## src/rtl/cc_host_pkg.sv

```systemverilog
// Shared constants for the compute core host initiator:
// request opcodes, response status codes and FSM state encoding.
package cc_host_pkg;

  localparam logic [1:0] OP_LOAD = 2'd0;
  localparam logic [1:0] OP_READ = 2'd1;
  localparam logic [1:0] OP_EXEC = 2'd2;
  localparam logic [1:0] OP_CMD1 = 2'd3;

  localparam logic [1:0] ST_READ_OK   = 2'd0;
  localparam logic [1:0] ST_EXEC_DONE = 2'd1;
  localparam logic [1:0] ST_EXEC_TMO  = 2'd2;

  localparam logic [3:0] S_IDLE      = 4'd0;
  localparam logic [3:0] S_LOAD      = 4'd1;
  localparam logic [3:0] S_RD_ADDR   = 4'd2;
  localparam logic [3:0] S_RD_WAIT   = 4'd3;
  localparam logic [3:0] S_EX_ISSUE  = 4'd4;
  localparam logic [3:0] S_EX_WAIT   = 4'd5;
  localparam logic [3:0] S_EX_CLEAR  = 4'd6;
  localparam logic [3:0] S_EX_SETTLE = 4'd7;
  localparam logic [3:0] S_RSP       = 4'd8;

  localparam logic [4:0] INS_IDLE = 5'd0;

endpackage

```

## src/rtl/compute_core_host.sv

```systemverilog
// Host-side initiator for the compute core's external command/BRAM port.
// Sequences loads, reads and instruction execution; returns read data or status.
module compute_core_host
  import cc_host_pkg::*;
#(
  parameter int RD_LAT  = 1,
  parameter int TIMEOUT = 1 << 20,
  parameter int CNT_W   = 24
) (
  input  logic        clk,
  input  logic        rst,
  input  logic        req_valid,
  output logic        req_ready,
  input  logic [1:0]  req_op,
  input  logic [9:0]  req_addr,
  input  logic [63:0] req_data,
  input  logic [34:0] req_cmd,
  output logic        rsp_valid,
  input  logic        rsp_ready,
  output logic [63:0] rsp_data,
  output logic [1:0]  rsp_status,
  output logic [9:0]  address_ext,
  output logic [63:0] dina_ext,
  output logic        wea_ext,
  output logic [34:0] command_in,
  output logic        command_we0,
  output logic        command_we1,
  input  logic [63:0] doutb_ext,
  input  logic        done_ins_computation
);

  localparam logic [CNT_W-1:0] RD_LAST = CNT_W'(RD_LAT - 1);
  localparam logic [CNT_W-1:0] TMO     = CNT_W'(TIMEOUT);

  logic [3:0]       state;
  logic [CNT_W-1:0] cnt;
  logic             ex_done;
  logic             ex_tmo;

  assign req_ready = (state == S_IDLE) && !rst;
  assign rsp_valid = (state == S_RSP);

  // first EX_WAIT cycle (cnt==0) still sees the core's old command
  assign ex_done = done_ins_computation && (cnt != '0);
  assign ex_tmo  = (cnt == TMO);

  always_ff @(posedge clk) begin
    if (rst) begin
      state       <= S_IDLE;
      cnt         <= '0;
      rsp_data    <= '0;
      rsp_status  <= '0;
      address_ext <= '0;
      dina_ext    <= '0;
      wea_ext     <= 1'b0;
      command_in  <= '0;
      command_we0 <= 1'b0;
      command_we1 <= 1'b0;
    end else begin
      wea_ext     <= 1'b0;
      command_we0 <= 1'b0;
      command_we1 <= 1'b0;
      command_in  <= '0;
      case (state)
        S_IDLE: begin
          if (req_valid) begin
            unique case (1'b1)
              req_op == OP_LOAD: begin
                address_ext <= req_addr;
                dina_ext    <= req_data;
                wea_ext     <= 1'b1;
                state       <= S_LOAD;
              end
              req_op == OP_CMD1: begin
                command_in  <= req_cmd;
                command_we1 <= 1'b1;
                state       <= S_LOAD;
              end
              req_op == OP_READ: begin
                address_ext <= req_addr;
                state       <= S_RD_ADDR;
              end
              default: begin
                command_in  <= req_cmd;
                command_we0 <= 1'b1;
                state       <= S_EX_ISSUE;
              end
            endcase
          end
        end
        S_LOAD: state <= S_IDLE;
        S_RD_ADDR: begin
          cnt   <= '0;
          state <= S_RD_WAIT;
        end
        S_RD_WAIT: begin
          if (cnt == RD_LAST) begin
            rsp_data   <= doutb_ext;
            rsp_status <= ST_READ_OK;
            state      <= S_RSP;
          end else begin
            cnt <= cnt + 1'b1;
          end
        end
        S_EX_ISSUE: begin
          cnt   <= '0;
          state <= S_EX_WAIT;
        end
        S_EX_WAIT: begin
          if (ex_done || ex_tmo) begin
            rsp_data    <= 64'(cnt);
            rsp_status  <= ex_done ? ST_EXEC_DONE : ST_EXEC_TMO;
            command_in  <= {30'd0, INS_IDLE};
            command_we0 <= 1'b1;
            state       <= S_EX_CLEAR;
          end else begin
            cnt <= cnt + 1'b1;
          end
        end
        S_EX_CLEAR:  state <= S_EX_SETTLE;
        S_EX_SETTLE: state <= S_RSP;
        S_RSP: if (rsp_ready) state <= S_IDLE;
        default: state <= S_IDLE;
      endcase
    end
  end

endmodule

```

## config.mk

```make
export PLATFORM = sky130hd
export DESIGN_NAME = compute_core_host
export DESIGN_NICKNAME = d
export VERILOG_FILES = /design/src/rtl/cc_host_pkg.sv /design/src/rtl/compute_core_host.sv
export SDC_FILE = /design/constraint.sdc
export NUM_CORES = 1
export LEC_CHECK = 0
export ABC_CLOCK_PERIOD_IN_PS = 3100
export CORE_MARGIN = 4
export CORE_UTILIZATION = 42
export DETAILED_ROUTE_END_ITERATION = 10
export GPL_TIMING_DRIVEN = 0
export PLACE_DENSITY = 0.82
export SLEW_MARGIN = 30
export SYNTH_ARGS = -nofsm -noshare
export SYNTH_HDL_FRONTEND = slang
export SYNTH_SLANG_ARGS = --single-unit
```

## constraint.sdc

```tcl
create_clock -name clk -period 3.1 [get_ports clk]
set_input_delay 0.465 -clock clk [delete_from_list [all_inputs] [get_ports clk]]
set_output_delay 0.465 -clock clk [all_outputs]
set_load 0.03 [all_outputs]
```

==> flow_metrics.tcl <==
set metrics [dict create \
    outcome "finished clean" \
    synth.distinct_cells 45 \
    synth_edf_count 0 \
    multi_input_area_um2 3440 \
    ys_seq_area_share_pct 52.6 \
    cts-root-buf "clkbuf_16" \
    seqPwrFrac_pct 38.2 \
    timing.slew.headroom_pct 44.1 \
    drive_gt1_share_pct 3.79 \
    p_sw_uw 2520 \
    period_share_pct 90.1 \
    avgSynthCellArea_um2 8.26 \
    cp-startpoint "cnt[0]" \
    start_util_pct 43.2 \
    swShare_pct 32.4 \
    cts_made_buffers 23 \
    postCtsSetupBuffers 0 \
    grt_max_degree 13 \
    p_comb_share_pct 28.6 \
    maxSlewViolCount 0 \
    cp.required_ps 3520 \
    crit_path_end_kind "register" \
    cts_sinks 206 \
    power.leakage_uw 0.00441 \
    period_minus_slack_ps 2790 \
    irDropWorstVdd_uv 439 \
    grt_util_all_layers_pct 25.9 \
    io_pins 360 \
    power.total_uw 7790 \
    antenna_found_initial 1 \
    area_delta_synth_final_pct 58.8 \
    arrival_ps 3210 \
    clockPowerShare_pct 33.1 \
    netlist_area_um2 7840 \
    via_per_inst 5.30 \
    drc 0 \
    regArea_um2 4120 \
    drtIter0Drc 611 \
    row_count 49 \
    tritoncts "done" \
    clk_transition_reported_paths_ps 60 \
    p_int_uw 5270 \
    die_h_um 145 \
    core_um2 18100 \
    netlist_instances 949 \
    rsz0062_at_grt "true" \
    r2r_start "cnt[0]" \
    hpwl_um 22300 \
    grt_pass1_wl_um 42900 \
    die_x_um 145 \
    ys.flop_type "dfxtp_1" \
    grt_overflow 0 \
    drv_cap 0 \
    routedWlPerCell_um 18.3 \
    worst_pin_slew_ps 831 \
    htreeDepth 1 \
    routed_wl_um 28800 \
    ys_ff_latch 206 \
    die-area_um2 20900 \
    cts_max_path_buffers 3 \
    final_common_cell "clkdlybuf4s50_1" \
    path_class "reg -> reg" \
    routed-via-count 8351 \
    num-nets-final 1519 \
    place.gp.congestion 0.902 \
    clock_latency_ps 500 \
    async_reset_ff_share_pct 0 \
    hold_path.class "reg -> reg" \
    place.port_buffers 358 \
    yosysWarningCount 0 \
    worstHoldStart "rsp_data[49]" \
    synthesis.nets 1136 \
    final_antenna_net_count 0 \
    hold_buffers 0 \
    final_cell_mix "clkdlybuf4s50_1, nand2_1, dfxtp_1" \
    skew_ps 12.6 \
    final-setup-viol-count 0 \
    critPathMaxFanout 10 \
    fmax_mhz 358 \
    post-route-util_pct 68.6 \
    r2r_slack_ps 310 \
    cp-start-kind "register" \
    nFillCells 1464 \
    first_pass_iters 5 \
    cellPowerDensity_nw_per_um2 626 \
    hold_viol_final 0 \
    grt_pass1_vias 8150 \
]
-- logic make-up after synthesis --
group                      count (synthesis)  synth area share, %
AOI/OAI and AO/OA                        184                 14.0
xor gates and xnor gates                   2                0.223
adders and majority gates                  7                 1.12
buffers and inverters                     76                 3.72
DFF                                      206                 52.6
muxes                                     16                 2.09
and+or+nand+nor                          458                 26.3
-- power groups by stage --
stage | registers, uW | clock network (uW) | logic [uW]
4_1_cts | 2980 | 2620 | 2210
6_report | 2980 | 2580 | 2230
3_3_place_gp | 3030 | 0 | 2160
5_1_grt | 3000 | 2720 | 2420
3_5_place_dp | 3040 | 0 | 2190
2_1_floorplan | 3380 | 0 | 906
-- sequential cells by signal, summed over array words and instances (netlist names) --
name         cells
address_ext     10
cnt             24
command_in      35
command_we0      1
command_we1      1
dina_ext        64
rsp_data        64
rsp_status       2
state            4
wea_ext          1
-- timing repair --
action                                  4_1_cts  5_1_grt
resized for setup                             1        7
gates cloned                                  0        0
endpoints found under the setup margin        3       54
-- cell type report --
| cell class | instances | share of cell area (%) |
|---|---|---|
| clock inverters | 4 | 0.191 |
| inverters | 7 | 0.211 |
| diodes | 2 | 0.0402 |
| repair buffers | 358 | 28.8 |
| well taps | 229 | 2.30 |
| clock buffers | 35 | 5.55 |
| plain buffers | 69 | 2.16 |
| flip-flops and latches | 206 | 33.1 |
| multi-input cells | 667 | 27.6 |
-- synth_stat cells (all sizes together), types with 5 or more instances --
cell      n  area share, %
nand3b    7           0.67
clkbuf   60            2.9
ha        7            1.1
inv       7           0.34
a32o      6           0.77
nand2b    5           0.40
and3      6           0.48
mux2i    13            1.7
nor4     10           0.96
nor2     57            2.7
a311oi   24            2.7
nand3    49            3.1
o21ai    13           0.83
nand4     6           0.48
and2     40            3.2
a21oi   122            7.8
dfxtp   206             53
nand2   251             12
nor3      9           0.57
buf       9           0.51
or3       6           0.48
-- metal layers --
layer / global-route usage, % / routed length (um)
met5: 0 / 0
met4: 13.0 / 1630
met3: 8.93 / 3050
met2: 41.5 / 13100
met1: 30.9 / 11000
-- final timing paths --
path,cells past startpoint,to
worst min-delay path,2,rsp_data[49]
worst max-delay path,9,rsp_data[24]
worst max register to register,9,rsp_data[24]
worst min register to register,2,rsp_data[49]
-- critical path: stages (launching register included) --
cell	delay (ps)
dfxtp_1	360
inv_1	100
ha_1	160
nor4b_1	230
nand4_1	240
nor2_1	370
mux2i_4	450
clkbuf_1	430
nand3_1	180
a21oi_1	180
-- per-stage QoR --
stage | hold WS (ps) | setup slack, ps | area, um^2 | setup TNS, ps | cells
floorplan | 473 | 783 | 7840 | 0 | 949
detailed placement | 443 | 4.47 | 11700 | 0 | 1536
global route | 465 | -40.2 | 12400 | -269 | 1576
global placement | 438 | 20.7 | 11700 | 0 | 1536
finish | 448 | 307 | 12500 | 0 | 1577
CTS | 451 | 152 | 12400 | 0 | 1575
(Power assumes the default switching activity.)
==> edit: new RTL, same settings <==
Put one more register stage on the output `rsp_status`, without a reset. The value now appears one clock later. The other outputs are not delayed to match.
--- a/src/rtl/compute_core_host.sv
+++ b/src/rtl/compute_core_host.sv
@@ -33,4 +33,6 @@
   localparam logic [CNT_W-1:0] TMO     = CNT_W'(TIMEOUT);
 
+  logic [1:0] rsp_status_s0;
+
   logic [3:0]       state;
   logic [CNT_W-1:0] cnt;
@@ -50,5 +52,5 @@
       cnt         <= '0;
       rsp_data    <= '0;
-      rsp_status  <= '0;
+      rsp_status_s0 <= '0;
       address_ext <= '0;
       dina_ext    <= '0;
@@ -97,5 +99,5 @@
           if (cnt == RD_LAST) begin
             rsp_data   <= doutb_ext;
-            rsp_status <= ST_READ_OK;
+            rsp_status_s0 <= ST_READ_OK;
             state      <= S_RSP;
           end else begin
@@ -110,5 +112,5 @@
           if (ex_done || ex_tmo) begin
             rsp_data    <= 64'(cnt);
-            rsp_status  <= ex_done ? ST_EXEC_DONE : ST_EXEC_TMO;
+            rsp_status_s0 <= ex_done ? ST_EXEC_DONE : ST_EXEC_TMO;
             command_in  <= {30'd0, INS_IDLE};
             command_we0 <= 1'b1;
@@ -126,4 +128,8 @@
   end
 
+  always_ff @(posedge clk) begin
+    rsp_status <= rsp_status_s0;
+  end
+
 endmodule
 
Function: changed (a bounded check fails within 10 cycles, from zero or initial values and one cycle with rst high).
==> edit against the original RTL <==
  * Sequential share of layout area is 0.12 points lower
  * Cell count is 1.1% higher
  * Sequential cell count is 2 higher
  * Register-to-register slack better by 140 ps
  * Worst setup slack worse by 150 ps
  * Final area is 1.3% higher
  * Global-route usage is 0.79 points higher
  * Area after synthesis is 2.2% higher
  * Wire length is 4.9% higher
  * Total power is 0.76% higher
  * Critical path type is now in2out
  * Critical endpoint is now req_ready
  * Largest cell class unchanged
==> edit: results <==
metrics = {
    "drt": {
        "drt-total-wl_um": 30200,
        "first_iter_violations": 623,
        "dr_total_vias": 8623,
    },
    "timing": {
        "worst_pin_slew_ps": 753,
        "fin_skew_ps": 11.6,
    },
    "synthesis": {
        "synth_compound_area_share_pct": 14.0,
        "synth_xor_area_share_pct": 0.219,
        "syn_nets": 1147,
        "yosys-top-cells-count": "dfxtp_1 (208), nand2_1 (207), a21oi_1 (129)",
        "ys_seq_area_share_pct": 52.0,
        "yosys.area_share.adder_pct": 1.09,
        "yosysUniqueCellTypes": 43,
        "ys_top_cells_by_area": "dfxtp_1 (52%), nand2_1 (9.7%), a21oi_1 (8.1%)",
        "yosys-mux-area-fraction_pct": 1.37,
    },
    "final_layout": {
        "final_layout_size_suffix_gt1_share_pct": 4.64,
        "fin_nets": 1531,
        "fill_cells": 1531,
    },
    "status": {
        "status": "completed",
    },
    "hold_path": {
        "min-delay-start": "rsp_status_s0[1]",
        "hp-class": "reg2reg",
        "worstHoldEndpoint": "rsp_status[1]",
        "hold_depth": 0,
    },
    "power_and_ir_drop": {
        "internal-power_mw": 5.29,
        "ir_drop_uv": 508,
        "p_leak_nw": 4.46,
    },
    "placed_design": {
        "dp_hpwl_um": 22800,
        "dpl-instance-area_um2": 11900,
        "gp_congestion": 0.959,
    },
    "global_route": {
        "grt_pass1_vias": 8333,
        "grt_usage_pct": 26.7,
        "grt_first_pass_wirelength_um": 46100,
        "antenna_found_initial": 1,
    },
    "worst_setup_path": {
        "r2r-start": "cnt[12]",
        "cp.arrival_ps": 2480,
        "r2r_setup_slack_ps": 450,
        "timing.rr.end": "rsp_data[21]",
    },
    "clock_tree": {
        "cts_buffer_depth": 3,
    },
}
==> edit: cell types whose count changed in the layout (fill, tap and decap cells not counted), sizes merged, moves of 6 or more <==
cell and delta:
a21oi +7, a32o -6, buf +14, nand2 -44, nand3 +43, nand3b -7, nor2 -27, nor3 +25
==> edit: cell families (layout without fill, tap and decap cells) <==
family	Yosys count	count (layout)
adder cells (fa/ha/maj)	7	7
buffers and inverters	88	487
flip-flops	208	208
AO/OA/AOI/OAI	192	192
AND/OR/NAND/NOR	452	452
multiplexers	11	11
XOR/XNOR	2	2
other	0	2
==> edit: area by class of cell <==
cell class              instances  area share, %
diodes                          2         0.0397
plain buffers                  79           2.72
clock buffers                  34           5.36
clock inverters                 6          0.268
inverters                       9          0.268
multi-input cells             664           27.6
flip-flops and latches        208           33.0
well taps                     234           2.32
repair buffers                359           28.4
==> edit: metal layers <==
metal | vias to the layer above | wire length (um) | global-route usage (%)
met2 | 446 | 14400 | 45.2
met1 | 4006 | 11600 | 32.1
met5 | - | 0 | 0
met3 | 73 | 3060 | 7.70
met4 | 0 | 1130 | 10.1
li1 | 4098 | - | -
==> edit: how the worst max path moves through the flow <==
stage	from	end	slack (ps)	cells after the start
6_report	rst	req_ready	150	5
5_1_grt	rst	req_ready	30	5
4_1_cts	rst	req_ready	110	5
3_5_place_dp	rst	req_ready	-40	5
3_3_place_gp	req_op[0]	command_in[7]	-70	6
2_1_floorplan	cnt[10]	rsp_data[17]	980	9
==> edit: through the flow <==
step	setup WS (ps)	instances	utilization, %	hold slack, ps	TNS [ps]
after detailed placement	-41.3	1553	63.6	343	-41.3
after global placement	-65.2	1552	63.6	332	-1250
after floorplan	978	960	-	330	0
after global routing	25.1	1594	67.4	357	0
after CTS	106	1593	67.4	355	0
final	155	1595	67.5	353	0
==> edit: repair_timing <==
| item | 4_1_cts | 5_1_grt |
|---|---|---|
| setup endpoints to repair | 1 | 0 |
| hold buffers | 0 | 0 |
| resized for setup | 1 | 0 |
==> edit: power groups by stage <==
stage,logic (mW),registers [mW],clock network [mW]
floorplan,0.879,3.45,0
global placement,2.21,3.06,0
detailed placement,2.23,3.07,0
CTS,2.24,3.02,2.61
global route,2.41,3.04,2.72
finish,2.26,3.02,2.58
==> edit: worst max-delay path, cell delays in order <==
cell and delay [ps]:
clkbuf_1 430, clkbuf_2 380, clkbuf_1 460, nor2_1 100
clkdlybuf4s50_1 640
